File: config.mk
export PLATFORM = sky130hd
export DESIGN_NAME = spi_bus_arbiter
export DESIGN_NICKNAME = d
export VERILOG_FILES = /design/src/rtl/spi_bus_arbiter.sv
export SDC_FILE = /design/constraint.sdc
export NUM_CORES = 1
export LEC_CHECK = 0
export ABC_AREA = 1
export CAP_MARGIN = 20
export CORE_MARGIN = 5
export CORE_UTILIZATION = 40
export CTS_BUF_LIST = sky130_fd_sc_hd__clkbuf_16
export CTS_CLUSTER_SIZE = 12
export DETAILED_ROUTE_END_ITERATION = 8
export PLACE_DENSITY = 0.71
export RECOVER_POWER = 50
export SLEW_MARGIN = 20
export SYNTH_ARGS = -nofsm -noshare
export SYNTH_HDL_FRONTEND = slang
export SYNTH_SLANG_ARGS = --single-unit
File: constraint.sdc
create_clock -name clk -period 2.3 [get_ports clk]
set_input_delay 0.23 -clock clk [delete_from_list [all_inputs] [get_ports clk]]
set_output_delay 0.23 -clock clk [all_outputs]
set_load 0.01 [all_outputs]
File: src/rtl/spi_bus_arbiter.sv
// spi_bus_arbiter
// Transaction-level front end for the SPI byte engine. Two requesters
// (0 = IMU poller, 1 = configuration master) are arbitrated round-robin. A
// granted transaction is sequenced as START, address byte, 0..MAX_BYTES data
// bytes, STOP, then an SS-high guard gap. Read bytes are returned packed.
//
// Ports
//   clk, rst           single clock, synchronous active-high reset
//   req_valid/ready    per-requester request handshake (ready is one-hot)
//   req_rw             1 = read, 0 = write, one bit per requester
//   req_addr           7-bit register address per requester ([6:0] = req0)
//   req_len            4-bit data byte count per requester ([3:0] = req0)
//   req_wdata          MAX_BYTES write bytes per requester, byte k at [8k+7:8k]
//   resp_valid         one-cycle completion pulse to the owning requester
//   resp_rdata         read bytes of the last transaction (shared)
//   busy               high from accept through the end of the guard gap
//   eng_cmd_*          command to byte engine: 0 = START, 1 = STOP, 2 = XFER
//   eng_done/rx_byte   completion pulse and MISO byte from the engine
module spi_bus_arbiter #(
   parameter int MAX_BYTES    = 6,
   parameter int GUARD_CYCLES = 4
) (
   input  logic                     clk,
   input  logic                     rst,
   input  logic [1:0]               req_valid,
   output logic [1:0]               req_ready,
   input  logic [1:0]               req_rw,
   input  logic [13:0]              req_addr,
   input  logic [7:0]               req_len,
   input  logic [2*8*MAX_BYTES-1:0] req_wdata,
   output logic [1:0]               resp_valid,
   output logic [8*MAX_BYTES-1:0]   resp_rdata,
   output logic                     busy,
   output logic                     eng_cmd_valid,
   input  logic                     eng_cmd_ready,
   output logic [1:0]               eng_cmd,
   output logic [7:0]               eng_tx_byte,
   input  logic                     eng_done,
   input  logic [7:0]               eng_rx_byte
);
   localparam int         IW         = (MAX_BYTES > 1) ? $clog2(MAX_BYTES) : 1;
   localparam int         WB         = 8 * MAX_BYTES;
   localparam logic [3:0] MAX_LEN    = 4'(MAX_BYTES);
   localparam logic [3:0] GUARD_LOAD = 4'(GUARD_CYCLES - 1);
   localparam logic [1:0] CMD_START  = 2'd0;
   localparam logic [1:0] CMD_STOP   = 2'd1;
   localparam logic [1:0] CMD_XFER   = 2'd2;

   typedef enum logic [2:0] {S_IDLE, S_START, S_ADDR, S_DATA, S_STOP, S_GUARD} state_t;
   state_t state, state_nxt;

   logic                      issued;    // command accepted, waiting for eng_done
   logic                      owner;     // requester being served
   logic                      last_gnt;  // requester granted most recently
   logic                      rw;
   logic [6:0]                addr;
   logic [3:0]                remain;    // data bytes still to transfer
   logic [IW-1:0]             idx;       // current data byte index
   logic [MAX_BYTES-1:0][7:0] wdata;
   logic [MAX_BYTES-1:0][7:0] rdata;
   logic [3:0]                guard_cnt;

   logic                      gnt, accept, cmd_done;
   logic [6:0]                sel_addr;
   logic [3:0]                sel_len;
   logic [WB-1:0]             sel_wdata;

   // Arbitration: with both valid, the requester not granted last wins.
   always_comb begin
      gnt       = (req_valid == 2'b11) ? ~last_gnt : req_valid[1];
      accept    = (state == S_IDLE) && (guard_cnt == 4'd0) && (|req_valid);
      req_ready = '0;
      if (accept) req_ready[gnt] = 1'b1;
      sel_addr  = gnt ? req_addr[13:7]         : req_addr[6:0];
      sel_len   = gnt ? req_len[7:4]           : req_len[3:0];
      sel_wdata = gnt ? req_wdata[2*WB-1:WB]   : req_wdata[WB-1:0];
   end

   // eng_done only counts while a command is outstanding.
   assign cmd_done   = issued && eng_done &&
                       (state inside {S_START, S_ADDR, S_DATA, S_STOP});
   assign busy       = (state != S_IDLE);
   assign resp_rdata = rdata;

   always_ff @(posedge clk) begin
      if (rst) state <= S_IDLE;
      else     state <= state_nxt;
   end

   // Next state and engine command outputs. Valid is held until the engine
   // takes the command, then dropped until eng_done.
   always_comb begin
      state_nxt     = state;
      eng_cmd_valid = 1'b0;
      eng_cmd       = CMD_START;
      eng_tx_byte   = 8'h00;
      case (state)
         S_IDLE:  if (accept) state_nxt = S_START;
         S_START: begin
            eng_cmd_valid = ~issued;
            eng_cmd       = CMD_START;
            if (cmd_done) state_nxt = S_ADDR;
         end
         S_ADDR: begin
            eng_cmd_valid = ~issued;
            eng_cmd       = CMD_XFER;
            eng_tx_byte   = {rw, addr};
            if (cmd_done) state_nxt = (remain == 4'd0) ? S_STOP : S_DATA;
         end
         S_DATA: begin
            eng_cmd_valid = ~issued;
            eng_cmd       = CMD_XFER;
            eng_tx_byte   = rw ? 8'h00 : wdata[idx];
            if (cmd_done && remain == 4'd1) state_nxt = S_STOP;
         end
         S_STOP: begin
            eng_cmd_valid = ~issued;
            eng_cmd       = CMD_STOP;
            if (cmd_done) state_nxt = S_GUARD;
         end
         S_GUARD: if (guard_cnt == 4'd0) state_nxt = S_IDLE;
         default: state_nxt = S_IDLE;
      endcase
   end

   always_ff @(posedge clk) begin
      if (rst) begin
         issued     <= 1'b0;
         owner      <= 1'b0;
         last_gnt   <= 1'b1;   // makes requester 0 the preferred one
         rw         <= 1'b0;
         addr       <= '0;
         remain     <= '0;
         idx        <= '0;
         wdata      <= '0;
         rdata      <= '0;
         guard_cnt  <= '0;
         resp_valid <= '0;
      end else begin
         resp_valid <= '0;
         if (accept) begin
            owner    <= gnt;
            last_gnt <= gnt;
            rw       <= req_rw[gnt];
            addr     <= sel_addr;
            remain   <= (sel_len > MAX_LEN) ? MAX_LEN : sel_len;
            idx      <= '0;
            wdata    <= sel_wdata;
            rdata    <= '0;
         end
         if (eng_cmd_valid && eng_cmd_ready) issued <= 1'b1;
         if (cmd_done) begin
            issued <= 1'b0;
            if (state == S_DATA) begin
               if (rw) rdata[idx] <= eng_rx_byte;
               idx    <= idx + 1'b1;
               remain <= remain - 1'b1;
            end
            if (state == S_STOP) begin
               resp_valid[owner] <= 1'b1;
               guard_cnt         <= GUARD_LOAD;
            end
         end else if (state == S_GUARD && guard_cnt != 4'd0) begin
            guard_cnt <= guard_cnt - 1'b1;
         end
      end
   end
endmodule

==> summary.txt <==
STA
  – Setup TNS: 0 ns
  – Final period utilization: 0.938
  – Max Freq: 464 MHz
  – Slew @ Worst Pin: 0.815 ns
  – RSZ-0062 raised after global routing: true
  – Min cycle time layout: 2.16 ns
  – Final slew viol count: 0
  – Hold Vio Cnt, Final: 0
  – Post-route setup slack: 0.143 ns
  – Setup violations, final: 0
  – Rel. slew slack: 0.453
  – Worst clock skew on the final layout: 0.00407 ns

Global routing
  – Largest net degree at the start of global routing: 65
  – Initial antenna violation count: 0
  – First-pass GRT wire length: 30.8 mm
  – Vias in the first global route: 6,192
  – GRT Util Overall: 0.211
  – Total gr overflow: 0

Logic synthesis
  – Top cells by area, synth: dfxtp_1 (40%), nand2_1 (30%), a21oi_1 (8.5%)
  – Mapped Avg Cell Area: 6.20 sq um
  – Netlist cell types: 29
  – YS warnings: 0
  – Top-count cell post-synth: nand2_1
  – Post-Syn Area: 6220 sq um
  – Mapped Cells: 1,004
  – Seq cells post-synth: 123
  – Syn nets: 1,142
  – Synth Flop Type: dfxtp_1
  – Commonest cells post-synth: nand2_1 (504), dfxtp_1 (123), a21oi_1 (106)
  – Dominant cell type by area after synthesis: dfxtp_1
  – Asr flop ratio synth: 0
  – Post-synth EDFFs: 0
  – Area share of the largest cell type after synthesis: 0.396
  – Sequential area share after synthesis: 0.396

Clock tree
  – H-tree Lvls: 4
  – CTS sink cnt: 123
  – Inserted Clock Buffers: 17
  – Clk buf depth: 2
  – CTS hold repair buffers: 0
  – Clock-pin slew on the worst setup and hold paths: 0.05 ns
  – TritonCTS clock tree: yes
  – Worst skew pair latency: 0.41 ns
  – CTS Root Cell: clkbuf_16

Floorplanning
  – Core ar.: 15,300 sq um
  – I/O pin cnt: 198
  – FP Rows: 45
  – Chip height: 135 um
  – Die Width: 135 um
  – Initial core utilization: 0.408
  – Full die area: 18,200 sq um

Placed design
  – DP HPWL: 13.9 mm
  – Place WS: 0.132 ns
  – RePlAce Congestion: 0.875
  – I/O Buffers: 197

Power
  – Power Total: 7.93 mW
  – Worst vdd rail ir drop: 600 uV
  – Pwr Density: 874 nW/um^2
  – Pleak: 4.16 nW

Route
  – Routed Antenna Nets: 0
  – Drt pass-1 iters: 5
  – Wirelength, routed: 19.3 mm
  – Routed vias: 6,710
  – Iter 0 DRT Violations: 615
  – DR WL/cell: 13.7 um
  – Vias/cell: 4.75
  – DRC: 0

Finish
  – Area of the multi-input gates: 3360 sq um
  – Fill cells: 1,532
  – Nets: 1,326
  – # diodes: 0
  – Final design utilization: 0.595
  – Share of layout cells above drive strength 1: 0.0649
  – Reg area: 2470 sq um
  – Synth-to-Final Area Change: 45.8%

Setup path
  – WP data arrival: 1.93 ns
  – Setup crit end kind: output port
  – Crit Path Max Fanout: 8
  – Worst Path Required: 2.07 ns
  – Critical Path Start Type: register
  – Setup CP Type: register to output port
  – Flop-to-flop setup slack: 0.20 ns

Flow run
  – Max_cap viols: 0

Run status
  – Status: finished clean

Min path
  – Worst hold path type: register to register
==> repair_timing <==
item	4_1_cts	5_1_grt
endpoints found under the setup margin	9	3
pin swaps	3	1
setup buffers	5	0
gates resized for setup	16	8
==> metrics by stage <==
stage | cells | instance area [sq um] | hold WS [ns]
global placement | 1375 | 8390 | 0.430
global route | 1412 | 9070 | 0.473
CTS | 1412 | 9070 | 0.448
finish | 1412 | 9070 | 0.445
floorplan | 1004 | 6220 | 0.365
detailed placement | 1375 | 8390 | 0.426
==> cells by family after synthesis <==
family,count (synthesis),share of synthesized area
AND/OR/NAND/NOR,612,0.393
adder cells (fa/ha/maj),4,0.00804
XOR/XNOR,2,0.00281
AO/OA/AOI/OAI,155,0.128
buffers and inverters,108,0.0732
flip-flops,123,0.396
==> where the power goes <==
part           internal (mW)  switching [mW]  total, mW
clock network           1.90           0.939       2.84
registers               2.46           0.243       2.70
logic                  0.887            1.50       2.39
==> per-layer routing <==
metal	vias up	part of all wire	GRT usage
met5	-	0	0
met4	0	0.020	0.0617
met3	27	0.073	0.0611
met2	219	0.46	0.344
met1	2937	0.44	0.270
li1	3527	-	-
==> worst paths after layout <==
path | startpoint | endpoint | depth (start not counted)
worst min register to register | owner | resp_valid[0] | 1
worst min-delay path | owner | resp_valid[0] | 1
worst max-delay path | idx[2] | eng_tx_byte[3] | 10
worst max register to register | guard_cnt[0] | addr[4] | 9
==> cell usage in the layout (no fill, tap or decap), types with 4 or more instances in the layout <==
| cell | count |
|---|---|
| inv_2 | 11 |
| ha_1 | 4 |
| o21ai_0 | 17 |
| o21ai_1 | 23 |
| o21bai_1 | 4 |
| buf_4 | 18 |
| bufinv_16 | 5 |
| clkdlybuf4s50_1 | 136 |
| dfxtp_1 | 122 |
| nand3_1 | 20 |
| nand2_1 | 501 |
| a21oi_1 | 106 |
| inv_1 | 43 |
| dlygate4sd2_1 | 8 |
| nand3b_1 | 8 |
| nor3_4 | 6 |
| dlygate4sd3_1 | 50 |
| nor2_1 | 62 |
| clkbuf_16 | 17 |
==> critical path, cell delays in order (launching register included) <==
cell and delay [ns]:
dfxtp_4 0.42, inv_2 0.12, nor3_4 0.22, buf_6 0.15
nand2_1 0.05, nand2_1 0.06, inv_1 0.03, nand3b_1 0.06
nand2_1 0.05, nand2_1 0.06, dlygate4sd2_1 0.28
==> state kept, by name (all words and copies together), names as in the netlist, 2 cells and up <==
name,flops
guard_cnt,4
resp_valid,2
addr,7
remain,4
state,3
idx,3
resp_rdata,48
wdata,48
==> final cells by class <==
type / instances / share of cell area
sequential: 123 / 0.272
timing repair buffer: 221 / 0.238
inverter: 52 / 0.0215
clock buffer: 17 / 0.0469
tap: 211 / 0.0291
multi-input combinational: 773 / 0.370
clock inverter: 15 / 0.0229
(Power assumes the default switching activity.)
